--- config.mk ---
export PLATFORM = sky130hd
export DESIGN_NAME = column_dropper
export DESIGN_NICKNAME = d
export VERILOG_FILES = /design/src/rtl/game_pkg.sv /design/src/rtl/column_height_bank.sv /design/src/rtl/column_dropper.sv
export SDC_FILE = /design/constraint.sdc
export NUM_CORES = 1
export LEC_CHECK = 0
export CORE_AREA = 5 5 103 105
export CTS_BUF_LIST = sky130_fd_sc_hd__clkbuf_4
export CTS_CLUSTER_DIAMETER = 120
export DETAILED_ROUTE_END_ITERATION = 12
export DIE_AREA = 0 0 108 110
export GPL_ROUTABILITY_DRIVEN = 0
export PLACE_DENSITY = 0.48
export SLEW_MARGIN = 25
export SYNTH_ARGS = -nofsm -noshare
export SYNTH_HDL_FRONTEND = slang
export SYNTH_HIERARCHICAL = 1
export SYNTH_SLANG_ARGS = --single-unit
--- constraint.sdc ---
create_clock -name clk -period 2.6 [get_ports clk]
set_input_delay 0.52 -clock clk [delete_from_list [all_inputs] [get_ports clk]]
set_output_delay 0.52 -clock clk [all_outputs]
set_load 0.05 [all_outputs]
--- src/rtl/game_pkg.sv ---
// game_pkg: shared definitions for the Connect-style board logic.
//   - game phase encodings driven by the player-input FSM
//   - error codes reported by column_dropper
//   - column_dropper FSM state enum
//   - idx(): flat cell index of (row, col), row 0 at the bottom
package game_pkg;

   // Game phase (the "state" input of column_dropper)
   localparam logic [1:0] ST_IDLE = 2'b00;
   localparam logic [1:0] ST_P1   = 2'b01;
   localparam logic [1:0] ST_P2   = 2'b10;
   localparam logic [1:0] ST_RSVD = 2'b11;

   // Error reasons
   localparam logic [1:0] ERR_NONE  = 2'b00;
   localparam logic [1:0] ERR_RANGE = 2'b01;
   localparam logic [1:0] ERR_FULL  = 2'b10;
   localparam logic [1:0] ERR_TURN  = 2'b11;

   typedef enum logic [1:0] {
      FSM_IDLE  = 2'b00,
      FSM_CHECK = 2'b01,
      FSM_DONE  = 2'b10,
      FSM_ERROR = 2'b11
   } fsm_t;

   // Flat bit position of a board cell; cols is the board width.
   function automatic int idx(input int row, input int col, input int cols);
      return row * cols + col;
   endfunction

endpackage

--- src/rtl/column_height_bank.sv ---
// column_height_bank: one fill-height counter per board column.
// Ports:
//   clk, reset     clock, asynchronous active-low reset (heights -> 0)
//   inc            per-column increment enable (caller only raises it
//                  for a non-full column)
//   heights        all counters, column c at [c*ROW_W +: ROW_W]
//   col_full       column c has reached ROWS discs
//   all_full_next  every column will be full after this cycle's increments;
//                  lets the caller register board_full in step with heights
module column_height_bank #(
   parameter int COLS  = 4,
   parameter int ROWS  = 4,
   parameter int ROW_W = $clog2(ROWS + 1)
) (
   input  logic                  clk,
   input  logic                  reset,
   input  logic [COLS-1:0]       inc,
   output logic [COLS*ROW_W-1:0] heights,
   output logic [COLS-1:0]       col_full,
   output logic                  all_full_next
);

   logic [ROW_W-1:0] height_q [COLS];
   logic [COLS-1:0]  full_next;

   always_ff @(posedge clk or negedge reset) begin
      if (!reset) begin
         for (int c = 0; c < COLS; c++) height_q[c] <= '0;
      end else begin
         for (int c = 0; c < COLS; c++) begin
            if (inc[c]) height_q[c] <= height_q[c] + ROW_W'(1);
         end
      end
   end

   always_comb begin
      heights   = '0;
      col_full  = '0;
      full_next = '0;
      for (int c = 0; c < COLS; c++) begin
         heights[c*ROW_W +: ROW_W] = height_q[c];
         col_full[c]  = (height_q[c] == ROW_W'(ROWS));
         full_next[c] = ((height_q[c] + ROW_W'(inc[c])) == ROW_W'(ROWS));
      end
      all_full_next = &full_next;
   end

endmodule

--- src/rtl/column_dropper.sv ---
// column_dropper: validates a drop request and stacks a disc in the lowest
// free row of the chosen column.
// Ports:
//   clk, reset         clock, asynchronous active-low reset (clears everything)
//   state              game phase (00 idle, 01 P1, 10 P2, 11 reserved)
//   in_column          requested column, sampled only when a drop is accepted
//   drop_req           drop strobe, honoured only while idle
//   throw_again        acknowledges an error and returns to idle
//   out_gameboard      occupancy map, bit row*COLS+col, row 0 at the bottom
//   out_players_cells  owner map (0 = P1, 1 = P2), valid where occupied
//   placed_row         row of the last successful drop
//   drop_done          one-cycle pulse after a placement
//   busy               FSM not idle
//   invalid_column     held while an error awaits throw_again
//   err_code           error reason (see game_pkg)
//   next_player        player expected to move (0 = P1, 1 = P2)
//   board_full         every column holds ROWS discs
//   fsm_state          current FSM state, for observation
// Handshake: drop_req is accepted only with busy low; the outcome appears
// two cycles later as either a drop_done pulse or invalid_column held high
// until throw_again. Requests while busy are dropped, not queued.
module column_dropper
   import game_pkg::*;
#(
   parameter int COLS  = 4,
   parameter int ROWS  = 4,
   parameter int COL_W = ($clog2(COLS) < 1) ? 1 : $clog2(COLS),
   parameter int ROW_W = $clog2(ROWS + 1)
) (
   input  logic                 clk,
   input  logic                 reset,
   input  logic [1:0]           state,
   input  logic [COL_W-1:0]     in_column,
   input  logic                 drop_req,
   input  logic                 throw_again,
   output logic [ROWS*COLS-1:0] out_gameboard,
   output logic [ROWS*COLS-1:0] out_players_cells,
   output logic [ROW_W-1:0]     placed_row,
   output logic                 drop_done,
   output logic                 busy,
   output logic                 invalid_column,
   output logic [1:0]           err_code,
   output logic                 next_player,
   output logic                 board_full,
   output logic [1:0]           fsm_state
);

   fsm_t fsm_q, fsm_d;

   logic [COL_W-1:0]     col_q;
   logic [1:0]           phase_q;
   logic [ROWS*COLS-1:0] board_q, owner_q, cell_mask;
   logic [ROW_W-1:0]     placed_row_q, height_sel;
   logic                 next_player_q, invalid_q, board_full_q;
   logic [1:0]           err_q, check_err;
   logic                 sel_full, in_range, turn_bad, legal;
   logic [COLS-1:0]      inc, col_full;
   logic [COLS*ROW_W-1:0] heights;
   logic                 all_full_next;

   column_height_bank #(.COLS(COLS), .ROWS(ROWS), .ROW_W(ROW_W)) u_heights (
      .clk           (clk),
      .reset         (reset),
      .inc           (inc),
      .heights       (heights),
      .col_full      (col_full),
      .all_full_next (all_full_next)
   );

   // Checks on the latched request; turn errors take priority over range,
   // range over full.
   always_comb begin
      height_sel = '0;
      sel_full   = 1'b0;
      for (int c = 0; c < COLS; c++) begin
         if (col_q == COL_W'(c)) begin
            height_sel = heights[c*ROW_W +: ROW_W];
            sel_full   = col_full[c];
         end
      end
      in_range = (int'(col_q) < COLS);
      turn_bad = (phase_q == ST_IDLE) || (phase_q == ST_RSVD) ||
                 ((phase_q == ST_P2) != next_player_q);
      if (turn_bad)      check_err = ERR_TURN;
      else if (!in_range) check_err = ERR_RANGE;
      else if (sel_full) check_err = ERR_FULL;
      else               check_err = ERR_NONE;
      legal = (fsm_q == FSM_CHECK) && (check_err == ERR_NONE);

      inc       = '0;
      cell_mask = '0;
      for (int c = 0; c < COLS; c++) begin
         inc[c] = legal && (col_q == COL_W'(c));
         for (int r = 0; r < ROWS; r++) begin
            cell_mask[idx(r, c, COLS)] = legal && (col_q == COL_W'(c)) &&
                                         (height_sel == ROW_W'(r));
         end
      end
   end

   always_comb begin
      fsm_d = fsm_q;
      case (fsm_q)
         FSM_IDLE:  if (drop_req) fsm_d = FSM_CHECK;
         FSM_CHECK: fsm_d = (check_err == ERR_NONE) ? FSM_DONE : FSM_ERROR;
         FSM_DONE:  fsm_d = FSM_IDLE;
         FSM_ERROR: if (throw_again) fsm_d = FSM_IDLE;
         default:   fsm_d = FSM_IDLE;
      endcase
   end

   always_ff @(posedge clk or negedge reset) begin
      if (!reset) fsm_q <= FSM_IDLE;
      else        fsm_q <= fsm_d;
   end

   always_ff @(posedge clk or negedge reset) begin
      if (!reset) begin
         col_q         <= '0;
         phase_q       <= ST_IDLE;
         board_q       <= '0;
         owner_q       <= '0;
         placed_row_q  <= '0;
         next_player_q <= 1'b0;
         invalid_q     <= 1'b0;
         err_q         <= ERR_NONE;
         board_full_q  <= 1'b0;
      end else begin
         board_full_q <= all_full_next;
         case (fsm_q)
            FSM_IDLE: begin
               if (drop_req) begin
                  col_q   <= in_column;
                  phase_q <= state;
               end
            end
            FSM_CHECK: begin
               if (check_err == ERR_NONE) begin
                  board_q       <= board_q | cell_mask;
                  owner_q       <= (owner_q & ~cell_mask) |
                                   ((phase_q == ST_P2) ? cell_mask : '0);
                  placed_row_q  <= height_sel;
                  next_player_q <= ~next_player_q;
                  err_q         <= ERR_NONE;
               end else begin
                  invalid_q <= 1'b1;
                  err_q     <= check_err;
               end
            end
            FSM_ERROR: begin
               if (throw_again) begin
                  invalid_q <= 1'b0;
                  err_q     <= ERR_NONE;
               end
            end
            default: ;
         endcase
      end
   end

   assign out_gameboard     = board_q;
   assign out_players_cells = owner_q;
   assign placed_row        = placed_row_q;
   assign drop_done         = (fsm_q == FSM_DONE);
   assign busy              = (fsm_q != FSM_IDLE);
   assign invalid_column    = invalid_q;
   assign err_code          = err_q;
   assign next_player       = next_player_q;
   assign board_full        = board_full_q;
   assign fsm_state         = fsm_q;

endmodule

==> reports/qor.json, run 1 <==
{
  "outcome": {"value": "finished, final reports clean"},
  "holdBufCountCts": {"value": 0},
  "layout_commonest_cell": {"value": "sky130_fd_sc_hd__dfrtp_1"},
  "number_of_global_route_vias_before_repair": {"value": 1856},
  "hold_class": {"value": "in2async"},
  "post_drt_via_cell_ratio": {"value": 4.28},
  "postRouteWirelength": {"value": 5.97, "unit": "mm"},
  "drive_gt1_share": {"value": 22.5, "unit": "%"},
  "antenna_violating_nets_post_route": {"value": 0},
  "post-route-worst-setup-slack": {"value": 0.134, "unit": "ns"},
  "setup.worst_path.class": {"value": "reg2out"},
  "ys_seq_elements": {"value": 58},
  "path_cells": {"value": "or2_2 > clkdlybuf4s50_1"},
  "static_leakage": {"value": 1.71, "unit": "nW"},
  "power-per-cell-area": {"value": 1340, "unit": "mW/mm2"},
  "seq_area_frac_synth": {"value": 53.4, "unit": "%"},
  "worstPathRequired": {"value": 2.08, "unit": "ns"},
  "cts.sink_count": {"value": 58},
  "fp.coreArea": {"value": 0.00955, "unit": "mm2"},
  "critical_path.n_buffers_inverters": {"value": 1},
  "timing.critical_path.max_delay_family": {"value": "buffers and inverters"},
  "grt_max_degree": {"value": 31},
  "setup-violations-final": {"value": 0},
  "die_width": {"value": 108, "unit": "um"},
  "cp_num_cells": {"value": 2},
  "drc": {"value": 0},
  "synth_area": {"value": 0.00272, "unit": "mm2"},
  "power.ir.vdd_worst": {"value": 504, "unit": "uV"},
  "clock_transition_at_the_registers_of_the_reported_paths": {"value": 0.10, "unit": "ns"},
  "timing.final.max_slew_violations": {"value": 0},
  "syn_area_per_cell": {"value": 12.3, "unit": "um2"},
  "cap_viol_max_count": {"value": 0},
  "grt_use_total": {"value": 10.9, "unit": "%"},
  "grt_antenna_before_repair": {"value": 0},
  "antenna_cells": {"value": 0},
  "dp_worst_setup_slack": {"value": 0.246, "unit": "ns"},
  "num_vias": {"value": 1806},
  "synthToLayoutAreaGrowth": {"value": 32.4, "unit": "%"},
  "cts_max_level": {"value": 3},
  "clockBufferDepth": {"value": 2},
  "relSlewSlack": {"value": 54.6, "unit": "%"},
  "die_height": {"value": 110, "unit": "um"},
  "drt_pass1_iterations": {"value": 4},
  "insertion_delay": {"value": 0.40, "unit": "ns"},
  "final_cell_mix": {"value": "sky130_fd_sc_hd__dfrtp_1 (58), sky130_fd_sc_hd__clkdlybuf4s50_1 (50), sky130_fd_sc_hd__mux2_2 (20)"},
  "cts_root_buffer": {"value": "sky130_fd_sc_hd__clkbuf_4"},
  "sequential_share_of_power": {"value": 32.0, "unit": "%"},
  "first_iter_violations": {"value": 63},
  "instances_no_fill": {"value": 422},
  "routedWlPerCell": {"value": 14.1, "unit": "um"},
  "clock_tree_from_tritoncts": {"value": "built"},
  "synth_warn": {"value": 6},
  "postSynthCellCount": {"value": 221},
  "clock_power_share": {"value": 17.2, "unit": "%"},
  "timing_worst_slew_pin_value": {"value": 0.681, "unit": "ns"},
  "final_net_count": {"value": 309},
  "grt_first_pass_wirelength": {"value": 9.76, "unit": "mm"},
  "ios": {"value": 52},
  "switching_share": {"value": 44.4, "unit": "%"},
  "timing.final.hold_violations": {"value": 0},
  "grt_overflow": {"value": 0},
  "worst-endpoint-arrival": {"value": 1.95, "unit": "ns"},
  "power_report.internal_total": {"value": 2.68, "unit": "mW"},
  "detailedPlacementHpwl": {"value": 4.39, "unit": "mm"},
  "power_frac_comb": {"value": 50.8, "unit": "%"},
  "cts-buffers-inserted": {"value": 9},
  "cp-end-kind": {"value": "output port"},
  "crit_slowest_cell": {"value": "sky130_fd_sc_hd__clkdlybuf4s50_1"},
  "fmaxAchievable": {"value": 406, "unit": "MHz"},
  "post_cts_buffers": {"value": 0},
  "initial_utilization": {"value": 28.5, "unit": "%"},
  "finalCriticalPeriod": {"value": 2.47, "unit": "ns"},
  "dpl.cell_count": {"value": 406},
  "totalNegativeSetupSlack": {"value": 0, "unit": "ns"},
  "grt_setup_unrepaired": {"value": "false"},
  "worst_path_largest_cell_delay": {"value": 0.72, "unit": "ns"},
  "postSynthNetCount": {"value": 246},
  "timing.critical_path.from_type": {"value": "flip-flop"},
  "net-switching-power": {"value": 2.14, "unit": "mW"},
  "post_cts.resized_instances": {"value": 0},
  "post_synth_num_cell_types": {"value": 35},
  "final_min_period_over_clock_period": {"value": 94.8, "unit": "%"},
  "fp.dieArea": {"value": 0.0119, "unit": "mm2"},
  "cp_max_fo": {"value": 10},
  "worst_r2r_path_depth": {"value": 4},
  "placementRows": {"value": 36},
  "clock_skew": {"value": 0.0125, "unit": "ns"},
  "port-buffer-count": {"value": 51}
}
## per-layer routing
layer	vias to the layer above	part of all wire, %	wire, um	GRT usage, %
met4	0	1.4	83	4.42
li1	878	-	-	-
met2	35	45	2710	16.0
met3	6	4.9	295	4.25
met1	887	48	2880	14.6
met5	-	0	0	0
## final timing paths
| kind | startpoint | endpoint | slack [ns] |
|---|---|---|---|
| worst max-delay path | fsm_state[0]$_DFFE_PN0P_ | busy | 0.13 |
| worst min-delay path | reset | asynchronous set/reset pin | 0.14 |
| worst max register to register | col_q[0]$_DFFE_PN0P_ | flip-flop | 0.25 |
| worst min register to register | out_gameboard[15]$_DFFE_PN0N_ | out_gameboard[15]$_DFFE_PN0N_ | 0.47 |
| max in group asynchronous | reset | asynchronous set/reset pin | 1.84 |
| min in group clk | out_gameboard[15]$_DFFE_PN0N_ | out_gameboard[15]$_DFFE_PN0N_ | 0.47 |
## layout make-up
class	count	area [um2]
well taps	133	166
clock inverters	6	105
repair buffers	59	578
flip-flops and latches	58	1450
multi-input cells	141	1170
fillers	963	5950
inverters	15	56.3
clock buffers	10	75.1
## per-stage QoR
| stage | util (%) | instance area [um2] | hold slack [ns] | total power [mW] |
|---|---|---|---|---|
| 2_1_floorplan | - | 2720 | 0.224 | 3.24 |
| 3_3_place_gp | 35.8 | 3420 | 0.452 | 4.02 |
| 3_5_place_dp | 35.8 | 3420 | 0.452 | 4.04 |
| 4_1_cts | 37.7 | 3600 | 0.144 | 4.89 |
| 5_1_grt | 37.7 | 3600 | 0.161 | 5.15 |
| 6_report | 37.7 | 3600 | 0.139 | 4.81 |
## synth_stat cells, drive strengths merged
master	count	area share [%]
a21boi	1	0.28
a21oi	2	0.37
a32o	2	0.74
and2	4	0.97
and3	1	0.23
buf	2	0.83
clkbuf	5	0.74
dfrtp	58	53
ha	17	7.8
inv	15	2.1
mux2	22	9.4
mux4	4	3.6
nand2	12	1.7
nand2b	4	0.92
nand3	2	0.37
nand3b	1	0.28
nand4	2	0.46
nor2	8	1.1
nor2b	1	0.23
nor3	7	1.3
nor3b	5	1.4
nor4	3	0.69
o21ai	8	1.5
or2	15	3.5
or2b	1	0.28
or3	3	0.87
or3b	1	0.32
xnor2	9	2.9
xor2	6	1.9
## logic make-up (layout without fill, tap and decap cells)
kind of cell             count (synthesis)  after routing  share of synthesized area, %
buffers and inverters                   22             90                          3.63
flip-flops                              58             58                          53.4
XOR/XNOR                                15             15                          4.83
AO/OA/AOI/OAI                           13             13                          2.85
adder cells (fa/ha/maj)                 17             17                          7.82
multiplexers                            26             26                          13.0
AND/OR/NAND/NOR                         70             70                          14.5
## power by group through the flow
stage	logic (mW)	registers, mW	clock network [mW]
after global routing	2.64	1.61	0.907
after global placement	2.45	1.57	0
after CTS	2.48	1.55	0.862
after detailed placement	2.47	1.57	0
after floorplan	1.02	2.22	0
final	2.45	1.54	0.830
Power figures use the tool's default switching activity.
==> run 2, diff against run 1 <==
--- a/config.mk
+++ b/config.mk
@@ -5,15 +5,14 @@
 export SDC_FILE = /design/constraint.sdc
 export NUM_CORES = 1
 export LEC_CHECK = 0
-export CORE_AREA = 5 5 103 105
+export CORE_AREA = 5 5 105 107
 export CTS_BUF_LIST = sky130_fd_sc_hd__clkbuf_4
 export CTS_CLUSTER_DIAMETER = 120
 export DETAILED_ROUTE_END_ITERATION = 12
-export DIE_AREA = 0 0 108 110
+export DIE_AREA = 0 0 110 112
 export GPL_ROUTABILITY_DRIVEN = 0
-export PLACE_DENSITY = 0.48
+export PLACE_DENSITY = 0.47
 export SLEW_MARGIN = 25
 export SYNTH_ARGS = -nofsm -noshare
 export SYNTH_HDL_FRONTEND = slang
-export SYNTH_HIERARCHICAL = 1
 export SYNTH_SLANG_ARGS = --single-unit
==> run 2 against run 1 <==
Net effect:
- die area grew 3.7%
- sequential power down 3%
- design area is 0.73% higher
- critical endpoint is now board_full$_DFF_PN0_
==> reports/qor.json, run 2 <==
{
  "cp-end-kind": {"value": "flip-flop", "change": "was output port"},
  "relSlewSlack": {"value": 60.8, "unit": "%", "change": "was 54.6%"},
  "grt_antenna_before_repair": {"value": 0, "change": "unchanged"},
  "timing.final.hold_violations": {"value": 0, "change": "unchanged"},
  "layout_commonest_cell": {"value": "sky130_fd_sc_hd__dfrtp_1", "change": "unchanged"},
  "synth_warn": {"value": 0, "change": "was 6"},
  "antenna_cells": {"value": 0, "change": "unchanged"},
  "synthToLayoutAreaGrowth": {"value": 30.2, "unit": "%", "change": "was 32.4%"},
  "worst_hold_slack": {"value": 0.103, "unit": "ns", "change": "was 0.139 ns"},
  "number_of_global_route_vias_before_repair": {"value": 1992, "change": "was 1856"},
  "cts_max_level": {"value": 3, "change": "unchanged"},
  "yosys.area.top_type_share": {"value": 52.1, "unit": "%", "change": "was 53.4%"},
  "setup-violations-final": {"value": 0, "change": "unchanged"},
  "hold_class": {"value": "in2async", "change": "unchanged"},
  "grt_setup_unrepaired": {"value": "false", "change": "unchanged"},
  "static_leakage": {"value": 1.70, "unit": "nW", "change": "was 1.71 nW"},
  "drive_gt1_share": {"value": 23.0, "unit": "%", "change": "was 22.5%"},
  "cap_viol_max_count": {"value": 0, "change": "unchanged"},
  "die_width": {"value": 110, "unit": "um", "change": "was 108 um"},
  "synth.area.top_cells": {"value": "sky130_fd_sc_hd__dfrtp_1 (52%), sky130_fd_sc_hd__mux2_2 (9.3%), sky130_fd_sc_hd__ha_1 (7.6%)", "change": "was sky130_fd_sc_hd__dfrtp_1 (53%), sky130_fd_sc_hd__mux2_2 (8.3%), sky130_fd_sc_hd__ha_1 (7.8%)"},
  "worst-endpoint-arrival": {"value": 2.78, "unit": "ns", "change": "was 1.95 ns"},
  "cts_root_buffer": {"value": "sky130_fd_sc_hd__clkbuf_4", "change": "unchanged"},
  "power-per-cell-area": {"value": 1290, "unit": "mW/mm2", "change": "was 1340 mW/mm2"},
  "p_total": {"value": 4.67, "unit": "mW", "change": "was 4.81 mW"},
  "grt_first_pass_wirelength": {"value": 10.7, "unit": "mm", "change": "was 9.76 mm"},
  "postSynthCellCount": {"value": 218, "change": "was 221"},
  "postRouteWirelength": {"value": 6.52, "unit": "mm", "change": "was 5.97 mm"},
  "worstPathRequired": {"value": 2.93, "unit": "ns", "change": "was 2.08 ns"},
  "proportion_of_register_bits_with_asynchronous_set_or_reset_after_synthesis": {"value": 100, "unit": "%", "change": "unchanged"},
  "seq_area_frac_synth": {"value": 52.1, "unit": "%", "change": "was 53.4%"},
  "ys_seq_elements": {"value": 58, "change": "unchanged"},
  "routedWlPerCell": {"value": 15.4, "unit": "um", "change": "was 14.1 um"},
  "die_height": {"value": 112, "unit": "um", "change": "was 110 um"},
  "final_cell_mix": {"value": "sky130_fd_sc_hd__dfrtp_1 (58), sky130_fd_sc_hd__clkdlybuf4s50_1 (50), sky130_fd_sc_hd__mux2_2 (23)", "change": "was sky130_fd_sc_hd__dfrtp_1 (58), sky130_fd_sc_hd__clkdlybuf4s50_1 (50), sky130_fd_sc_hd__mux2_2 (20)"},
  "final_min_period_over_clock_period": {"value": 94.2, "unit": "%", "change": "was 94.8%"},
  "yosys-top-cells-count": {"value": "sky130_fd_sc_hd__dfrtp_1 (58), sky130_fd_sc_hd__mux2_2 (23), sky130_fd_sc_hd__nand4_1 (20)", "change": "was sky130_fd_sc_hd__dfrtp_1 (58), sky130_fd_sc_hd__mux2_2 (20), sky130_fd_sc_hd__ha_1 (17)"},
  "placementRows": {"value": 37, "change": "was 36"},
  "clock_skew": {"value": 0.0128, "unit": "ns", "change": "was 0.0125 ns"},
  "first_iter_violations": {"value": 55, "change": "was 63"},
  "post_synth_num_cell_types": {"value": 39, "change": "was 35"},
  "ios": {"value": 52, "change": "unchanged"},
  "path_cells": {"value": "inv_1 > ha_1 > and4_2 > nor4_4 > and3_1 > ha_1 > ha_1 > nor4_2 > and3_1", "change": "was or2_2 > clkdlybuf4s50_1"},
  "drt_pass1_iterations": {"value": 4, "change": "unchanged"},
  "grt_use_total": {"value": 11.2, "unit": "%", "change": "was 10.9%"},
  "detailedPlacementHpwl": {"value": 4.70, "unit": "mm", "change": "was 4.39 mm"},
  "post_cts_buffers": {"value": 0, "change": "unchanged"},
  "timing.final.max_slew_violations": {"value": 0, "change": "unchanged"},
  "num_vias": {"value": 1903, "change": "was 1806"},
  "synth_top_area_cell": {"value": "sky130_fd_sc_hd__dfrtp_1", "change": "unchanged"},
  "finalCriticalPeriod": {"value": 2.45, "unit": "ns", "change": "was 2.47 ns"},
  "syn_area_per_cell": {"value": 12.8, "unit": "um2", "change": "was 12.3 um2"},
  "totalNegativeSetupSlack": {"value": 0, "unit": "ns", "change": "unchanged"},
  "drc": {"value": 0, "change": "unchanged"},
  "initial_utilization": {"value": 27.7, "unit": "%", "change": "was 28.5%"},
  "power.ir.vdd_worst": {"value": 681, "unit": "uV", "change": "was 504 uV"},
  "fmaxAchievable": {"value": 408, "unit": "MHz", "change": "was 406 MHz"},
  "grt_max_degree": {"value": 36, "change": "was 31"},
  "dpl-instance-area": {"value": 0.00352, "unit": "mm2", "change": "was 0.00342 mm2"},
  "postSynthNetCount": {"value": 243, "change": "was 246"},
  "cp_max_fo": {"value": 5, "change": "was 10"},
  "cts.sink_count": {"value": 58, "change": "unchanged"},
  "clock_transition_at_the_registers_of_the_reported_paths": {"value": 0.10, "unit": "ns", "change": "about the same"},
  "post_drt_via_cell_ratio": {"value": 4.50, "change": "was 4.28"},
  "port-buffer-count": {"value": 51, "change": "unchanged"},
  "worst_path_largest_cell_delay": {"value": 0.42, "unit": "ns", "change": "was 0.72 ns"},
  "antenna_violating_nets_post_route": {"value": 0, "change": "unchanged"},
  "clock_tree_from_tritoncts": {"value": "built", "change": "unchanged"},
  "final_net_count": {"value": 308, "change": "was 309"},
  "clockBufferDepth": {"value": 2, "change": "unchanged"},
  "timing.critical_path.from_type": {"value": "flip-flop", "change": "unchanged"},
  "outcome": {"value": "finished, final reports clean", "change": "unchanged"},
  "cts-buffers-inserted": {"value": 9, "change": "unchanged"},
  "grt_overflow": {"value": 0, "change": "unchanged"},
  "insertion_delay": {"value": 0.40, "unit": "ns", "change": "about the same"},
  "timing_worst_slew_pin_value": {"value": 0.589, "unit": "ns", "change": "was 0.681 ns"},
  "fp.dieArea": {"value": 0.0123, "unit": "mm2", "change": "was 0.0119 mm2"},
  "synth_most_common_cell": {"value": "sky130_fd_sc_hd__dfrtp_1", "change": "unchanged"},
  "synth_edf_count": {"value": 0, "change": "unchanged"},
  "critical-path-top-cell-by-count": {"value": "sky130_fd_sc_hd__ha_1"},
  "final_cell_area": {"value": 0.00363, "unit": "mm2", "change": "was 0.00360 mm2"},
  "crit_slowest_cell": {"value": "sky130_fd_sc_hd__dfrtp_1", "change": "was sky130_fd_sc_hd__clkdlybuf4s50_1"},
  "fp.coreArea": {"value": 0.0100, "unit": "mm2", "change": "was 0.00955 mm2"},
  "synth_area": {"value": 0.00279, "unit": "mm2", "change": "was 0.00272 mm2"},
  "ys_dominant_reg_cell": {"value": "sky130_fd_sc_hd__dfrtp_1", "change": "unchanged"},
  "setup.worst_path.class": {"value": "reg2reg", "change": "was reg2out"}
}
run 2: worst max-delay path, delay by kind of cell (launching register included):
| family | cells | cell delay (ns) |
|---|---|---|
| DFF | 1 | 0.42 |
| adders and majority gates | 3 | 0.59 |
| buffers and inverters | 1 | 0.09 |
| and+or+nand+nor | 5 | 1.28 |
run 2: cell type report:
type	instances	area [um2]
Clock buffer	9	67.6
Fill cell	1026	6420
Sequential cell	58	1450
Multi-Input combinational cell	138	1250
Timing Repair Buffer	63	608
Tap cell	136	170
Clock inverter	6	35.0
Inverter	13	48.8
run 2: worst paths after layout:
path	endpoint	slack [ns]	cells past startpoint	startpoint
max	board_full$_DFF_PN0_	0.15	9	u_heights.heights[9]$_DFFE_PN0N_
max in group asynchronous	u_heights.heights[10]$_DFFE_PN0N_	1.88	2	reset
max reg2reg	board_full$_DFF_PN0_	0.15	9	u_heights.heights[9]$_DFFE_PN0N_
min reg2reg	out_gameboard[4]$_DFFE_PN0N_	0.47	1	out_gameboard[4]$_DFFE_PN0N_
min in group clk	out_gameboard[4]$_DFFE_PN0N_	0.47	1	out_gameboard[4]$_DFFE_PN0N_
min	out_gameboard[8]$_DFFE_PN0N_	0.10	1	reset
run 2: metal layers:
metal | up-vias | part of all wire [%] | global-route usage, %
met5 | - | 0 | 0
met2 | 52 | 47 | 17.1
met1 | 932 | 46 | 15.0
met4 | 0 | 0.74 | 3.24
li1 | 915 | - | -
met3 | 4 | 6.3 | 4.00
run 2: per-stage QoR:
stage / setup slack [ns] / std cells / utilization [%]
2_1_floorplan: 0.221 / 218 / -
3_3_place_gp: 0.140 / 408 / 35.0
3_5_place_dp: 0.0857 / 408 / 35.0
4_1_cts: 0.0557 / 423 / 36.0
5_1_grt: 0.0128 / 423 / 36.1
6_report: 0.150 / 423 / 36.1
run 2: what timing repair did:
action                     in CTS  in global routing
setup endpoints to repair       0                  1
hold buffers                    0                  0
hold endpoints to repair        0                  0
gates resized for setup         0                  2
run 2: kinds of logic (layout without fill, tap and decap cells):
group,count (synthesis),in the layout,synth area share (%)
and+or+nand+nor,68,68,17.2
DFF,58,58,52.1
muxes,29,29,12.9
buffers and inverters,22,91,3.46
adders and majority gates,17,17,7.63
xor gates and xnor gates,14,14,4.40
AOI/OAI and AO/OA,10,10,2.29
run 2: power breakdown:
part	internal (mW)	switching (mW)
clock network	0.184	0.341
logic	1.00	1.66
registers	1.22	0.276
